===== src/rtl/piso16_tx.sv =====
// Framed parallel-in/serial-out transmitter: start bit, WIDTH data bits, optional parity, stop bit.
// Optional even-parity bit between data and stop is enabled by defining PISO16_PARITY_EN.
module piso16_tx #(
    parameter int unsigned WIDTH     = 16,
    parameter int unsigned DIV       = 4,
    parameter bit          MSB_FIRST = 1'b1
) (
    input  logic             clk,
    input  logic             rst,
    input  logic [WIDTH-1:0] d,
    input  logic             valid,
    output logic             ready,
    output logic             sout,
    output logic             busy,
    output logic             done
);

    localparam int unsigned DIV_W = (DIV > 1) ? $clog2(DIV) : 1;
    localparam int unsigned BIT_W = (WIDTH > 1) ? $clog2(WIDTH) : 1;

    typedef enum logic [2:0] {
        S_IDLE,
        S_START,
        S_DATA,
        S_PARITY,
        S_STOP
    } state_e;

    state_e             state_q, state_d;
    logic [DIV_W-1:0]   div_q, div_d;
    logic [BIT_W-1:0]   bit_q, bit_d;
    logic [WIDTH-1:0]   shreg_q, shreg_d;
    logic               sout_q, sout_d;
    logic               ready_q, ready_d;
    logic               busy_q, busy_d;
    logic               done_q, done_d;
    logic               last_div;
`ifdef PISO16_PARITY_EN
    logic               par_q, par_d;
`endif

    // Bit that goes on the line next, taken from the leading end of the shift register.
    function automatic logic head(input logic [WIDTH-1:0] x);
        return MSB_FIRST ? x[WIDTH-1] : x[0];
    endfunction

    function automatic logic [WIDTH-1:0] shift(input logic [WIDTH-1:0] x);
        return MSB_FIRST ? {x[WIDTH-2:0], 1'b0} : {1'b0, x[WIDTH-1:1]};
    endfunction

    always_comb begin
        state_d = state_q;
        div_d   = div_q;
        bit_d   = bit_q;
        shreg_d = shreg_q;
        sout_d  = sout_q;
`ifdef PISO16_PARITY_EN
        par_d   = par_q;
`endif
        last_div = (div_q == DIV_W'(DIV - 1));

        // Divider wraps at DIV-1; with DIV=1 it therefore stays at 0.
        if (state_q != S_IDLE) begin
            div_d = last_div ? '0 : div_q + DIV_W'(1);
        end

        case (state_q)
            S_IDLE: begin
                div_d  = '0;
                bit_d  = '0;
                sout_d = 1'b1;
                if (valid && ready_q) begin
                    shreg_d = d;
`ifdef PISO16_PARITY_EN
                    par_d   = ^d;
`endif
                    state_d = S_START;
                    sout_d  = 1'b0;
                end
            end
            S_START: begin
                if (last_div) begin
                    state_d = S_DATA;
                    bit_d   = '0;
                    sout_d  = head(shreg_q);
                end
            end
            S_DATA: begin
                if (last_div) begin
                    if (bit_q == BIT_W'(WIDTH - 1)) begin
`ifdef PISO16_PARITY_EN
                        state_d = S_PARITY;
                        sout_d  = par_q;
`else
                        state_d = S_STOP;
                        sout_d  = 1'b1;
`endif
                    end else begin
                        bit_d   = bit_q + BIT_W'(1);
                        shreg_d = shift(shreg_q);
                        sout_d  = head(shreg_d);
                    end
                end
            end
`ifdef PISO16_PARITY_EN
            S_PARITY: begin
                if (last_div) begin
                    state_d = S_STOP;
                    sout_d  = 1'b1;
                end
            end
`endif
            S_STOP: begin
                if (last_div) begin
                    state_d = S_IDLE;
                    sout_d  = 1'b1;
                end
            end
            default: begin
                state_d = S_IDLE;
                sout_d  = 1'b1;
            end
        endcase

        ready_d = (state_d == S_IDLE);
        busy_d  = (state_d != S_IDLE);
        done_d  = (state_d == S_STOP) && (div_d == DIV_W'(DIV - 1));
    end

    always_ff @(posedge clk) begin
        if (rst) begin
            state_q <= S_IDLE;
            div_q   <= '0;
            bit_q   <= '0;
            shreg_q <= '0;
            sout_q  <= 1'b1;
            ready_q <= 1'b1;
            busy_q  <= 1'b0;
            done_q  <= 1'b0;
`ifdef PISO16_PARITY_EN
            par_q   <= 1'b0;
`endif
        end else begin
            state_q <= state_d;
            div_q   <= div_d;
            bit_q   <= bit_d;
            shreg_q <= shreg_d;
            sout_q  <= sout_d;
            ready_q <= ready_d;
            busy_q  <= busy_d;
            done_q  <= done_d;
`ifdef PISO16_PARITY_EN
            par_q   <= par_d;
`endif
        end
    end

    assign ready = ready_q;
    assign sout  = sout_q;
    assign busy  = busy_q;
    assign done  = done_q;

endmodule


===== config.mk =====
export PLATFORM = sky130hd
export DESIGN_NAME = piso16_tx
export DESIGN_NICKNAME = d
export VERILOG_FILES = /design/src/rtl/piso16_tx.sv
export SDC_FILE = /design/constraint.sdc
export NUM_CORES = 1
export LEC_CHECK = 0
export ABC_AREA = 1
export CAP_MARGIN = 10
export CORE_MARGIN = 4
export CORE_UTILIZATION = 51
export CTS_CLUSTER_SIZE = 14
export DETAILED_ROUTE_END_ITERATION = 16
export PLACE_DENSITY = 0.76
export SYNTH_ARGS = -nofsm -noshare
export SYNTH_HDL_FRONTEND = slang
export SYNTH_SLANG_ARGS = --single-unit

===== constraint.sdc =====
create_clock -name clk -period 2.21 [get_ports clk]
set_input_delay 0.442 -clock clk [delete_from_list [all_inputs] [get_ports clk]]
set_output_delay 0.442 -clock clk [all_outputs]
set_load 0.05 [all_outputs]

==> impl_results.md <==
* Hold buffer count at CTS at 0
* Depth of the worst hold-timing path at 1
* Length of the first detailed-routing pass in iterations at 4
* CP Data Arrival Time at around 1.6 ns
* Achievable clock frequency at 500 MHz
* Worst Setup EP: ready
* Total GRT Usage at between 10% and 20%
* Setup repair after global routing missed its margin: false
* Core Box Area at 2780 um2
* Sequential fraction of the synthesis area at 39.1%
* Slowest cell on the critical path: sky130_fd_sc_hd__clkdlybuf4s50_1
* Critical path origin: ready$_SDFF_PP1_
* Number of unique standard cell types used by synthesis at 24
* R2R Setup Slk at 0.34 ns
* Number of standard cells in the layout, taps in and fillers out at 280
* Top post-synthesis cells by area: sky130_fd_sc_hd__dfxtp_1, sky130_fd_sc_hd__nand2_1, sky130_fd_sc_hd__nor2_1, sky130_fd_sc_hd__nand3_1, sky130_fd_sc_hd__inv_1
* Top library cells by usage in the layout, fill and taps aside: sky130_fd_sc_hd__nand2_1, sky130_fd_sc_hd__nor2_1, sky130_fd_sc_hd__dfxtp_1
* Chip Width at 62.0 um
* Worst-case clock buffer depth at 2
* Worst hold slack across all endpoints at around 0.46 ns
* Transition time at the pin with the least slew margin at 0.604 ns
* Finish-stage setup viols at 0
* First-pass GRT wire length at 4850 um
* Via count at around 1400
* Post-detailed-route via-to-cell ratio at 4.94
* Worst rel slew slack at around 60%
* DIE AREA at 3840 um2
* Count of buffers added by post-CTS timing repair for setup at 0
* DP Area at 1720 um2
* Largest net degree at the start of global routing at 34
* CP Cell Sequence: clkdlybuf4s50_1
* Number of max-cap violations at 0
* Min Clock Period, post-route at about 2.0 ns
* Number of global-route vias before repair at 1148
* Leakage component of the power at 0.875 nW
* Diode insertion count for antenna repair at 0
* Initial core utilization at 53.4%
* YS warnings at 0
* Number of CTS-inserted buffers at 5
* # resized after CTS at 0
* Initial antenna violation count at 0
* Chip height at 62.0 um
* Share of the synthesized area in the top cell type at 39.1%
* Flip-flop and latch count after synthesis at 29
* Critical path depth in cells at 1
* Remaining global-route overflow at 0
* Final routed DRC violation total at 0
* Final cell area excluding filler cells at 1800 um2
* Cell Rows at 19
* Initial DRC Count at 74
* Total count of hold-check failures in the final report at 0
* Fin. max-slew vios at 0
* Crit path launch type: register
* Count of nets left with antenna violations after detail routing at 0
* Hpwl dp at 2040 um
* Power density relative to cell area at 704 nW/um2
* Req. time, crit path at 1.77 ns
* # placed instances at approximately 270
* Dominant delay contributor by cell family on the critical path: buffers and inverters
* CTS Sinks at 29
* Startpoint of the most critical register-to-register path: bit_q[0]$_SDFFE_PP0P_
* Number of placed I/O pins at 23
* Result of the run: complete, no violations
* Start-to-end type of the worst setup path: register to output pin
* Overall Power at 0.00127 W
* Post-Synthesis Net Count at 246
* NumNets Final at ~270
* Synth Area per Inst at 6.60 um2
* Weighted congestion reported at the end of routability-driven placement at 0.836
* Synth Instances at between 200 and 250
* Portion of the clock cycle consumed by the worst path in the final layout at 90.6%
* Commonest non-fill, non-tap cell in the layout: sky130_fd_sc_hd__nand2_1
* Root Driver: sky130_fd_sc_hd__clkbuf_4
* Largest stage delay on the critical path at 0.83 ns
* H-tree levels at 2
* Fraction of final layout cells with drive strength greater than 1 at between 7 and 8%
* Routed length per placed instance at around 11 um
* Insertion delay to the later sink of the worst-skew pair at 0.33 ns
* Layout overhead on the synthesized area at 21.4%
* Number of buffers added on ports at 22
* Netlist area before placement at about 1500 um2
* Top cell type by total area after synthesis: sky130_fd_sc_hd__dfxtp_1
* Reg2Reg Capture Point: shreg_q[11]$_SDFFE_PP0P_
* Highest ir drop seen on vdd at 0.566 mV
* Clock-pin transition on the worst setup and hold timing paths at around 0.1 ns
* Total Neg Setup Slack at 0 ns
* Total routed wirelength at between 2000 and 3000 um
* Maximum fanout along the worst path at 3
* TritonCTS clock tree: built
* R2R depth at 6
* Worst min path class: register to register
* Final worst clock skew at 0.0124 ns
* Number of buffers and inverters on the critical path at 1
* Endpoint kind of the worst setup timing path: output pin
-- how the worst min path moves through the flow --
| stage | slack, ns | startpoint | to |
|---|---|---|---|
| 3_5_place_dp | 0.45 | div_q[0]$_SDFF_PP0_ | div_q[0]$_SDFF_PP0_ |
| 2_1_floorplan | 0.43 | div_q[0]$_SDFF_PP0_ | div_q[0]$_SDFF_PP0_ |
| 6_report | 0.46 | div_q[0]$_SDFF_PP0_ | div_q[0]$_SDFF_PP0_ |
| 3_3_place_gp | 0.45 | div_q[0]$_SDFF_PP0_ | div_q[0]$_SDFF_PP0_ |
| 4_1_cts | 0.47 | div_q[0]$_SDFF_PP0_ | div_q[0]$_SDFF_PP0_ |
| 5_1_grt | 0.51 | div_q[0]$_SDFF_PP0_ | div_q[0]$_SDFF_PP0_ |
-- flip-flops by register name, summed over array words and instances (netlist names) --
| signal | count |
|---|---|
| sout | 1 |
| div_q | 2 |
| bit_q | 4 |
| busy | 1 |
| shreg_q | 16 |
| done | 1 |
| state_q | 3 |
| ready | 1 |
-- Yosys cell counts --
cell and instances:
sky130_fd_sc_hd__nor4_1 1, sky130_fd_sc_hd__nor2_4 1, sky130_fd_sc_hd__o211ai_1 1, sky130_fd_sc_hd__buf_6 2, sky130_fd_sc_hd__inv_2 2, sky130_fd_sc_hd__nand4_1 3, sky130_fd_sc_hd__clkbuf_1 7, sky130_fd_sc_hd__nor3_1 1
sky130_fd_sc_hd__ha_1 2, sky130_fd_sc_hd__a21oi_1 4, sky130_fd_sc_hd__o21ai_0 14, sky130_fd_sc_hd__and2_1 1, sky130_fd_sc_hd__nand3b_1 4, sky130_fd_sc_hd__nand3_4 2, sky130_fd_sc_hd__and3_1 1, sky130_fd_sc_hd__nor2_2 2
sky130_fd_sc_hd__inv_1 27, sky130_fd_sc_hd__nor2_1 37, sky130_fd_sc_hd__xnor2_1 1, sky130_fd_sc_hd__nand2_1 59, sky130_fd_sc_hd__dfxtp_1 29, sky130_fd_sc_hd__nand3_1 21, sky130_fd_sc_hd__o22ai_1 1, sky130_fd_sc_hd__nand2_2 2
-- per-stage QoR --
step	worst slack (ns)	util (%)
2_1_floorplan	0.700	-
3_3_place_gp	0.415	61.8
3_5_place_dp	0.394	61.8
4_1_cts	0.197	64.8
5_1_grt	0.141	64.8
6_report	0.209	64.8
-- cell type report --
class / count / area, um2
flip-flops and latches: 29 / 581
clock inverters: 1 / 30.0
clock buffers: 7 / 55.1
well taps: 31 / 38.8
multi-input cells: 158 / 747
repair buffers: 25 / 243
fillers: 250 / 978
inverters: 29 / 109
-- logic make-up after synthesis --
logic type	share of synthesized area, %
buf+inv	10.6
flops	39.1
compound gates	6.99
simple gates	41.0
fa+ha+maj	1.68
xor+xnor	0.590
-- where the power goes --
group / switching (W) / leakage, nW / internal [W]
registers: 0.0000177 / 0.238 / 0.000564
logic: 0.000130 / 0.591 / 0.000103
clock network: 0.000185 / 0.0455 / 0.000270
-- layer usage --
metal / vias to the layer above / share of wire, % / track usage, %
li1: 750 / - / -
met1: 586 / 51 / 21.8
met2: 41 / 41 / 26.2
met3: 5 / 7.1 / 7.85
met4: 0 / 1.5 / 6.36
met5: - / 0 / 0
No activity file was read; power rests on OpenSTA's default activity.
